===== src/rtl/online_pkg.sv =====
// Shared definitions for the online arithmetic datapath: signed-digit
// encodings (common with the multiplier) and the converter FSM state type.
package online_pkg;

    localparam logic [1:0] DIG_POS  = 2'b10;
    localparam logic [1:0] DIG_NEG  = 2'b01;
    localparam logic [1:0] DIG_ZERO = 2'b00;

    typedef enum logic {
        ACCUM = 1'b0,
        HOLD  = 1'b1
    } conv_state_t;

endpackage


===== src/rtl/otfc_step.sv =====
// One step of on-the-fly conversion: appends a radix-2 signed digit to the
// Q/QM register pair, keeping QM == Q - 1 so no carry propagation is needed.
module otfc_step
    import online_pkg::*;
#(
    parameter int WIDTH = 17
) (
    input  logic [WIDTH-1:0] q,
    input  logic [WIDTH-1:0] qm,
    input  logic [1:0]       digit,
    output logic [WIDTH-1:0] next_q,
    output logic [WIDTH-1:0] next_qm
);

    always_comb begin
        // NOTE: both outputs get a value before the case so every path assigns them and no latch is inferred.
        next_q  = {q[WIDTH-2:0], 1'b0};
        next_qm = {qm[WIDTH-2:0], 1'b1};
        case (digit)
            DIG_POS: begin
                next_q  = {q[WIDTH-2:0], 1'b1};
                next_qm = {q[WIDTH-2:0], 1'b0};
            end
            DIG_NEG: begin
                next_q  = {qm[WIDTH-2:0], 1'b1};
                next_qm = {qm[WIDTH-2:0], 1'b0};
            end
            default: ;  // 2'b00 and the unused 2'b11 both mean zero
        endcase
    end

endmodule


===== src/rtl/online_result_converter.sv =====
// Collects N_DIGITS signed digits MSD-first, converts them on the fly and
// presents the two's-complement word on a valid/ready output.
module online_result_converter
    import online_pkg::*;
#(
    parameter int N_DIGITS = 16
) (
    input  logic                clk,
    input  logic                asyn_reset_n,
    input  logic [1:0]          digit_in,
    input  logic                digit_vld,
    output logic                digit_rdy,
    output logic [N_DIGITS:0]   result,
    output logic                result_vld,
    input  logic                result_rdy
);

    localparam int WIDTH = N_DIGITS + 1;
    localparam int CW    = (N_DIGITS > 1) ? $clog2(N_DIGITS) : 1;
    localparam logic [CW-1:0] LAST_CNT = CW'(N_DIGITS - 1);

    conv_state_t      state, next_state;
    logic [CW-1:0]    cnt;
    logic [WIDTH-1:0] q, qm;
    logic [WIDTH-1:0] next_q, next_qm;
    logic             digit_hs, result_hs, last_digit;

    assign digit_rdy  = (state == ACCUM);
    assign result_vld = (state == HOLD);
    assign digit_hs   = digit_vld & digit_rdy;
    assign result_hs  = result_vld & result_rdy;
    assign last_digit = digit_hs && (cnt == LAST_CNT);

    otfc_step #(.WIDTH(WIDTH)) u_step (
        .q       (q),
        .qm      (qm),
        .digit   (digit_in),
        .next_q  (next_q),
        .next_qm (next_qm)
    );

    always_ff @(posedge clk or negedge asyn_reset_n) begin
        if (!asyn_reset_n) begin
            state <= ACCUM;
        end else begin
            // NOTE: registers use non-blocking assignment so every flop samples pre-edge values.
            state <= next_state;
        end
    end

    always_comb begin
        next_state = state;
        case (state)
            ACCUM:   if (last_digit) next_state = HOLD;
            HOLD:    if (result_hs)  next_state = ACCUM;
            default: next_state = ACCUM;
        endcase
    end

    // The final step loads result directly from next_q while Q/QM restart for
    // the next frame, so the word is valid one cycle after the last digit.
    always_ff @(posedge clk or negedge asyn_reset_n) begin
        if (!asyn_reset_n) begin
            cnt    <= '0;
            q      <= '0;
            qm     <= '1;
            result <= '0;
        end else if (digit_hs) begin
            if (last_digit) begin
                cnt    <= '0;
                q      <= '0;
                qm     <= '1;
                result <= next_q;
            end else begin
                cnt <= cnt + CW'(1);
                q   <= next_q;
                qm  <= next_qm;
            end
        end
    end

endmodule


===== config.mk =====
export PLATFORM = sky130hd
export DESIGN_NAME = online_result_converter
export DESIGN_NICKNAME = d
export VERILOG_FILES = /design/src/rtl/online_pkg.sv /design/src/rtl/otfc_step.sv /design/src/rtl/online_result_converter.sv
export SDC_FILE = /design/constraint.sdc
export NUM_CORES = 1
export LEC_CHECK = 0
export CORE_MARGIN = 2
export CORE_UTILIZATION = 35
export CTS_BUF_LIST = sky130_fd_sc_hd__clkbuf_4
export DETAILED_ROUTE_END_ITERATION = 7
export PLACE_DENSITY = 0.64
export SETUP_SLACK_MARGIN = 0.05
export SLEW_MARGIN = 20
export SYNTH_ARGS = -nofsm -noshare
export SYNTH_HDL_FRONTEND = slang
export SYNTH_HIERARCHICAL = 1
export SYNTH_SLANG_ARGS = --single-unit

===== constraint.sdc =====
create_clock -name clk -period 2.34 [get_ports clk]
set_input_delay 0.702 -clock clk [delete_from_list [all_inputs] [get_ports clk]]
set_output_delay 0.702 -clock clk [all_outputs]
set_load 0.05 [all_outputs]

==> results of run 1 <==
[registers in the layout, summed over array words and instances, names as in the netlist]
signal      count
q              16
result_vld      1
cnt             4
qm             16
result         17
[metal layers]
metal	wire, µm	vias up	share of wire (%)	GRT usage [%]
met5	0	-	0	0
met4	40	0	0.75	3.85
met3	132	2	2.5	2.59
met2	2600	21	49	21.1
met1	2580	898	48	18.9
li1	-	897	-	-
[power by group]
group	switching [mW]	internal (mW)
Combinational	0.464	0.351
Sequential	0.182	1.22
Clock	0.281	0.237
Total	0.928	1.81
[critical path, cell delays in order]
cell and delay [ns]:
clkdlybuf4s50_1 0.47, inv_1 0.05, ha_1 0.29, or2_1 0.24, buf_4 0.18, a22o_1 0.21
mux2_4 0.27
[what timing repair did]
action | CTS | global route
gates resized for setup | 6 | 13
setup endpoints to repair | 6 | 13
pin swaps | 0 | 0
hold buffers | 0 | 0
[worst paths after layout]
kind	start	endpoint	slack, ns	depth (start not counted)
worst max-delay path	digit_in[0]	result[8]	0.19	7
worst min-delay path	asyn_reset_n	result[0]	0.24	1
worst max register to register	cnt[0]	result[9]	0.70	5
worst min register to register	qm[15]	qm[15]	0.50	2
max in group asynchronous	asyn_reset_n	qm[10]	1.44	2
min in group clk	qm[15]	qm[15]	0.50	2
[layout make-up]
cell class                      count  area, µm²
Fill cell                         728       4150
Sequential cell                    54       1370
Multi-Input combinational cell    168       1090
Timing Repair Buffer               39        423
Tap cell                           99        124
Clock buffer                        6       45.0
Clock inverter                      2       37.5
Inverter                            5       18.8
==> impl_metrics.py, run 1 <==
metrics = {
    "critical_path": {
        "crit_arrival_ns": 2.41,
        "crit_fanout": 9,
        "cp-start-kind": "input pin",
        "crit_path_end_kind": "flip-flop",
        "path_class": "in2reg",
        "crit_required_ns": 2.60,
    },
    "clocking": {
        "clock_path_buffers": 2,
        "cts_tree": "yes",
        "clkLatencyLatePin_ns": 0.36,
        "cts_max_level": 2,
        "cts.sinks": 54,
        "clkTransAtPathRegs_ns": 0.15,
        "cts_root_buf": "clkbuf_4",
        "cts-buffers-inserted": 5,
        "post-cts-setup-buffer-count": 0,
    },
    "placement": {
        "place_area_um2": 3000,
        "place_hpwl_um": 3340,
        "pre_cts_ws_ns": -0.193,
        "portBuffers": 24,
        "place_congestion": 0.729,
        "placed_cells": 365,
    },
    "finish": {
        "drive_gt1_share_pct": 25.9,
        "nets": 282,
        "utilization_pct": 42.8,
        "fin_cells": 373,
        "final_cell_mix": "nand2_1 (70), dfrtp_1 (38), nand3_1 (32)",
        "final_common_cell": "nand2_1",
        "antennaDiodeCount": 0,
        "final_area_um2": 3110,
        "areaGrowthSynthToFinish_pct": 18.4,
    },
    "grt": {
        "grt_antenna_before_repair": 0,
        "grt.total_usage_pct": 13.4,
        "grt.overflow.total": 0,
        "grt_pass1_vias": 1830,
        "grt_pass1_wl_um": 9030,
        "grt_start_max_net_pins": 37,
    },
    "route": {
        "wirelength_um": 5350,
        "drc": 0,
        "wl_per_cell_um": 14.4,
        "vias": 1818,
        "viasPerCell": 4.87,
        "initialDrtViolationCount": 63,
        "first_pass_iters": 4,
        "drt.antenna.violating_nets": 0,
    },
    "timing": {
        "rsz0062_at_grt": "no",
        "slew_violations": 0,
        "fmax_mhz": 466,
        "layout_min_cycle_time_ns": 2.15,
        "fin_ws_ns": 0.195,
        "setup-tns-final_ns": 0,
        "slew_headroom_pct": 66.1,
        "fin_skew_ns": 0.00938,
        "worst_pin_slew_ns": 0.507,
        "hold_ws_ns": 0.239,
        "fin_crit_sh_pct": 91.7,
        "setup_viol": 0,
        "final_hold_viol_count": 0,
    },
    "logic_synthesis": {
        "postSynthCellCount": 248,
        "netlist_area_um2": 2620,
        "syn_nets": 257,
        "ys_warn_count": 6,
        "syn_avg_cell_area_um2": 10.6,
    },
    "die": {
        "ioPinCount": 25,
        "rows": 31,
        "core_area_um2": 7250,
        "die_h_um": 90.6,
        "start_util_pct": 36.2,
        "chipWidth_um": 90.6,
        "dieArea_um2": 8200,
    },
    "power": {
        "power_density_nw_per_um2": 881,
        "irDropWorstVdd_mv": 0.315,
        "p_total_mw": 2.74,
        "p_leak_nw": 1.75,
    },
    "job": {
        "maxCapViolCount": 0,
    },
    "worst_hold_path": {
        "holdCritPathClass": "in2async",
    },
    "run_status": {
        "status": "complete, no violations",
    },
}
(Power assumes the default switching activity.)
==> run 2: changes to the inputs <==
--- a/constraint.sdc
+++ b/constraint.sdc
@@ -3,2 +3,2 @@
 set_output_delay 0.702 -clock clk [all_outputs]
-set_load 0.05 [all_outputs]
+set_load 0.1 [all_outputs]
==> impl_metrics.py, run 2 (synthesized netlist as in run 1, its figures left out) <==
metrics = {
    "timing": {
        "layout_min_cycle_time_ns": 2.14,
        "slew_violations": 0,
        "rsz0062_at_grt": "no",
        "setup_viol": 0,
        "final_hold_viol_count": 0,
        "fin_crit_sh_pct": 91.6,
        "fmax_mhz": 467,
        "slew_headroom_pct": 63.7,
        "fin_skew_ns": 0.00726,
        "worst_pin_slew_ns": 0.544,
    },
    "clocking": {
        "cts_resized": 0,
        "cts_root_buf": "clkbuf_4",
        "ctsHoldBuffers": 0,
        "post-cts-setup-buffer-count": 0,
        "clock_path_buffers": 2,
        "clkTransAtPathRegs_ns": 0.14,
        "cts_tree": "yes",
        "cts-buffers-inserted": 5,
        "clkLatencyLatePin_ns": 0.36,
        "cts_max_level": 2,
        "cts.sinks": 54,
    },
    "job": {
        "maxCapViolCount": 0,
    },
    "die": {
        "start_util_pct": 36.2,
        "ioPinCount": 25,
        "core_area_um2": 7250,
        "die_h_um": 90.6,
        "chipWidth_um": 90.6,
        "dieArea_um2": 8200,
        "rows": 31,
    },
    "finish": {
        "fin_cells": 374,
        "final_area_um2": 3020,
        "final_cell_mix": "nand2_1 (70), dfrtp_1 (37), nand3_1 (32)",
        "fillers": 729,
        "drive_gt1_share_pct": 33.6,
        "nets": 282,
        "top_register": "result",
        "multi_input_area_um2": 1090,
        "utilization_pct": 41.6,
        "ff_latch_area_um2": 1370,
        "areaGrowthSynthToFinish_pct": 15.0,
        "reg.largest.list": "result x17, q x16, qm x16",
        "final_common_cell": "nand2_1",
        "largest_register_ffs": 17,
    },
    "placement": {
        "placed_cells": 365,
        "place_hpwl_um": 3440,
        "place_congestion": 0.724,
        "portBuffers": 24,
        "place_area_um2": 2960,
    },
    "critical_path": {
        "crit_path_end_kind": "flip-flop",
        "path_class": "in2reg",
        "cp_top_family": "buffers and inverters",
        "crit_path_max_incr_delay_ns": 0.47,
        "crit_arrival_ns": 2.40,
        "crit_required_ns": 2.60,
        "cp-start-kind": "input pin",
        "r2r_slack_ns": 0.69,
        "slowest_stage": "clkdlybuf4s50_1",
        "crit_fanout": 9,
        "critPathBufInv": 3,
        "path_cells": "clkdlybuf4s50_1, inv_1, ha_1, or2_1, buf_4, a22o_1, mux2_4",
    },
    "route": {
        "highest_layer": "met4",
        "vias": 1849,
        "initialDrtViolationCount": 115,
        "drc": 0,
        "first_pass_iters": 4,
        "drt.antenna.violating_nets": 0,
        "wirelength_um": 5240,
        "wl_met3_um": 209,
        "wl_per_cell_um": 14.0,
        "route.layer.met1.wl_um": 2530,
        "met2_wirelength_um": 2410,
        "viasPerCell": 4.94,
    },
    "power": {
        "power_density_nw_per_um2": 936,
        "p_sw_share_pct": 39.1,
        "p_sw_mw": 1.10,
        "combPwrFrac_pct": 35.4,
        "clockPowerShare_pct": 15.1,
        "irDropWorstVdd_mv": 0.278,
        "seq_power_share_pct": 49.5,
        "power.internal_mw": 1.72,
        "p_leak_nw": 1.52,
    },
    "grt": {
        "grt_antenna_before_repair": 1,
        "grt_pass1_wl_um": 9110,
        "grt_pass1_vias": 1755,
        "grt_start_max_net_pins": 36,
        "grt.total_usage_pct": 13.7,
        "grt.overflow.total": 0,
    },
    "run_status": {
        "status": "complete, no violations",
    },
    "worst_hold_path": {
        "holdCritPathClass": "in2async",
    },
}
==> run 2: cell count changes in the layout (fill, tap and decap cells not counted), sizes merged, moves of 2 or more <==
| cell | before | now |
|---|---|---|
| buf | 16 | 35 |
| clkbuf | 6 | 8 |
| dlygate4sd2 | 6 | 0 |
| dlymetal6s2s | 13 | 0 |
==> run 2: layout make-up <==
class                   count  share of cell area, %
multi-input cells         168                   36.0
well taps                  99                   4.10
clock buffers               8                   1.99
diodes                      1                 0.0829
inverters                   5                  0.746
flip-flops and latches     54                   45.5
repair buffers             39                   11.6
==> run 2: metrics by stage <==
step,hold WS [ns],setup TNS (ns),worst slack (ns),total power [mW]
2_1_floorplan,0.406,0,0.246,2.18
3_3_place_gp,0.470,-5.96,-0.213,2.41
3_5_place_dp,0.483,-6.23,-0.204,2.42
4_1_cts,0.307,0,0.196,2.86
5_1_grt,0.318,0,0.157,3.00
6_report,0.302,0,0.198,2.82
==> run 2: path summary, 6_finish.rpt <==
check / from / endpoint / cells after the start
setup / recovery: digit_in[0] / result[8] / 7
hold / removal: asyn_reset_n / result[3] / 1
setup reg to reg: cnt[0] / result[14] / 5
hold reg to reg: qm[10] / qm[10] / 2
max in group asynchronous: asyn_reset_n / qm[11] / 2
min in group clk: qm[10] / qm[10] / 2
==> run 2: routing by layer <==
metal  vias to the layer above  GRT usage (%)
met3                         7           2.75
met2                        35           20.0
met1                       908           20.0
li1                        899              -
met5                         -              0
met4                         0           5.00
==> run 2: power groups by stage <==
stage               Clock [mW]  Combinational, mW  Sequential [mW]
floorplan                    0              0.463             1.71
global placement             0              0.993             1.41
detailed placement           0               1.01             1.42
CTS                      0.448               1.01             1.40
global route             0.487               1.08             1.43
finish                   0.426              0.999             1.40
==> run 3: changes to the inputs <==
CORE_UTILIZATION = 45   (was 35)
PLACE_DENSITY = 0.74   (was 0.64)
==> impl_metrics.py, run 3 (synthesized netlist as in run 1, its figures left out) <==
metrics = {
    "clocking": {
        "clock_path_buffers": 2,
        "clkTransAtPathRegs_ns": 0.15,
        "cts.sinks": 54,
        "clkLatencyLatePin_ns": 0.38,
        "cts-buffers-inserted": 5,
        "post-cts-setup-buffer-count": 0,
        "cts_root_buf": "clkbuf_4",
        "cts_tree": "yes",
        "cts_resized": 0,
        "ctsHoldBuffers": 0,
        "cts_max_level": 2,
    },
    "critical_path": {
        "crit_required_ns": 2.61,
        "path_class": "in2reg",
        "crit_fanout": 16,
        "crit_arrival_ns": 2.42,
        "reg2reg_to": "result[14]",
        "crit_path_end_kind": "flip-flop",
        "r2r_slack_ns": 0.70,
        "r2r_start": "cnt[0]",
        "cp-start-kind": "input pin",
        "r2r_cells": 5,
    },
    "die": {
        "start_util_pct": 47.1,
        "dieArea_um2": 6460,
        "chipWidth_um": 80.4,
        "rows": 27,
        "die_h_um": 80.4,
        "ioPinCount": 25,
        "core_area_um2": 5570,
    },
    "power": {
        "seq_power_share_pct": 49.8,
        "p_sw_share_pct": 39.7,
        "p_sw_mw": 1.12,
        "p_leak_nw": 1.52,
        "clockPowerShare_pct": 14.5,
        "power_density_nw_per_um2": 941,
        "irDropWorstVdd_mv": 0.550,
        "power.internal_mw": 1.70,
        "combPwrFrac_pct": 35.7,
    },
    "finish": {
        "antennaDiodeCount": 0,
        "top_register": "result",
        "final_common_cell": "nand2_1",
        "areaGrowthSynthToFinish_pct": 14.0,
        "final_area_um2": 2990,
        "fillers": 502,
        "utilization_pct": 53.6,
        "drive_gt1_share_pct": 32.5,
        "reg.largest.list": "result x17, q x16, qm x16",
        "largest_register_ffs": 17,
        "nets": 279,
        "final_cell_mix": "nand2_1 (70), dfrtp_1 (37), nand3_1 (32)",
    },
    "route": {
        "initialDrtViolationCount": 135,
        "drt.antenna.violating_nets": 0,
        "drc": 0,
        "wl_per_cell_um": 14.9,
        "viasPerCell": 5.43,
        "wirelength_um": 5100,
        "vias": 1863,
        "first_pass_iters": 4,
    },
    "grt": {
        "grt_start_max_net_pins": 43,
        "grt_pass1_wl_um": 8850,
        "grt.total_usage_pct": 17.6,
        "grt.overflow.total": 0,
        "grt_pass1_vias": 1849,
        "grt_antenna_before_repair": 0,
    },
    "timing": {
        "layout_min_cycle_time_ns": 2.15,
        "fin_crit_sh_pct": 91.9,
        "hold_ws_ns": 0.184,
        "worst_pin_slew_ns": 0.356,
        "slew_headroom_pct": 76.3,
        "fin_skew_ns": 0.0133,
        "rsz0062_at_grt": "no",
        "final_hold_viol_count": 0,
        "slew_violations": 0,
        "fmax_mhz": 465,
        "setup_viol": 0,
    },
    "placement": {
        "place_area_um2": 2940,
        "place_hpwl_um": 3130,
        "place_congestion": 0.714,
        "portBuffers": 24,
    },
    "run_status": {
        "status": "complete, no violations",
    },
    "job": {
        "maxCapViolCount": 0,
    },
    "worst_hold_path": {
        "holdCritPathClass": "in2async",
    },
}
run 3: critical path, cell delays in order:
cell and delay, ns:
clkdlybuf4s50_1 0.47, inv_1 0.05, ha_1 0.29, or2_1 0.25
buf_12 0.16, a22o_2 0.22, mux2_4 0.26
run 3: cell type report:
cell class / count / area [µm²] / share of cell area, %
timing repair buffer: 36 / 365 / 12.2
clock inverter: 2 / 8.76 / 0.293
sequential: 54 / 1370 / 45.9
tap: 72 / 90.1 / 3.01
clock buffer: 6 / 45.0 / 1.51
multi-input combinational: 168 / 1090 / 36.3
inverter: 5 / 22.5 / 0.753
run 3: worst max-delay path by stage:
stage,start,to,slack (ns),depth (start not counted)
global route,digit_in[0],result[15],0.16,7
detailed placement,digit_in[0],result[15],-0.20,7
global placement,digit_in[0],result[10],-0.18,7
floorplan,digit_in[0],result[11],0.25,7
finish,digit_in[0],result[15],0.19,7
CTS,digit_in[0],result[15],0.21,7
run 3: power groups by stage:
stage	logic [mW]	registers [mW]	clock network, mW
4_1_cts	1.01	1.40	0.426
2_1_floorplan	0.463	1.71	0
6_report	1.00	1.40	0.408
3_5_place_dp	1.01	1.42	0
3_3_place_gp	0.995	1.41	0
5_1_grt	1.08	1.44	0.466
run 3: metrics by stage:
stage	std cells	setup TNS [ns]	setup slack, ns	power [mW]
after floorplan	248	0	0.246	2.18
after global placement	335	-5.34	-0.180	2.40
after detailed placement	335	-5.85	-0.198	2.43
after CTS	343	0	0.212	2.84
after global routing	343	0	0.164	2.98
final	343	0	0.189	2.81
run 3: layer usage:
metal	GRT usage (%)	routed length [µm]	share of wire [%]	vias to the layer above
met5	0	0	0	-
met4	5.93	81	1.6	0
met3	4.04	245	4.8	8
met2	28.7	2430	48	50
met1	23.1	2340	46	914
li1	-	-	-	891
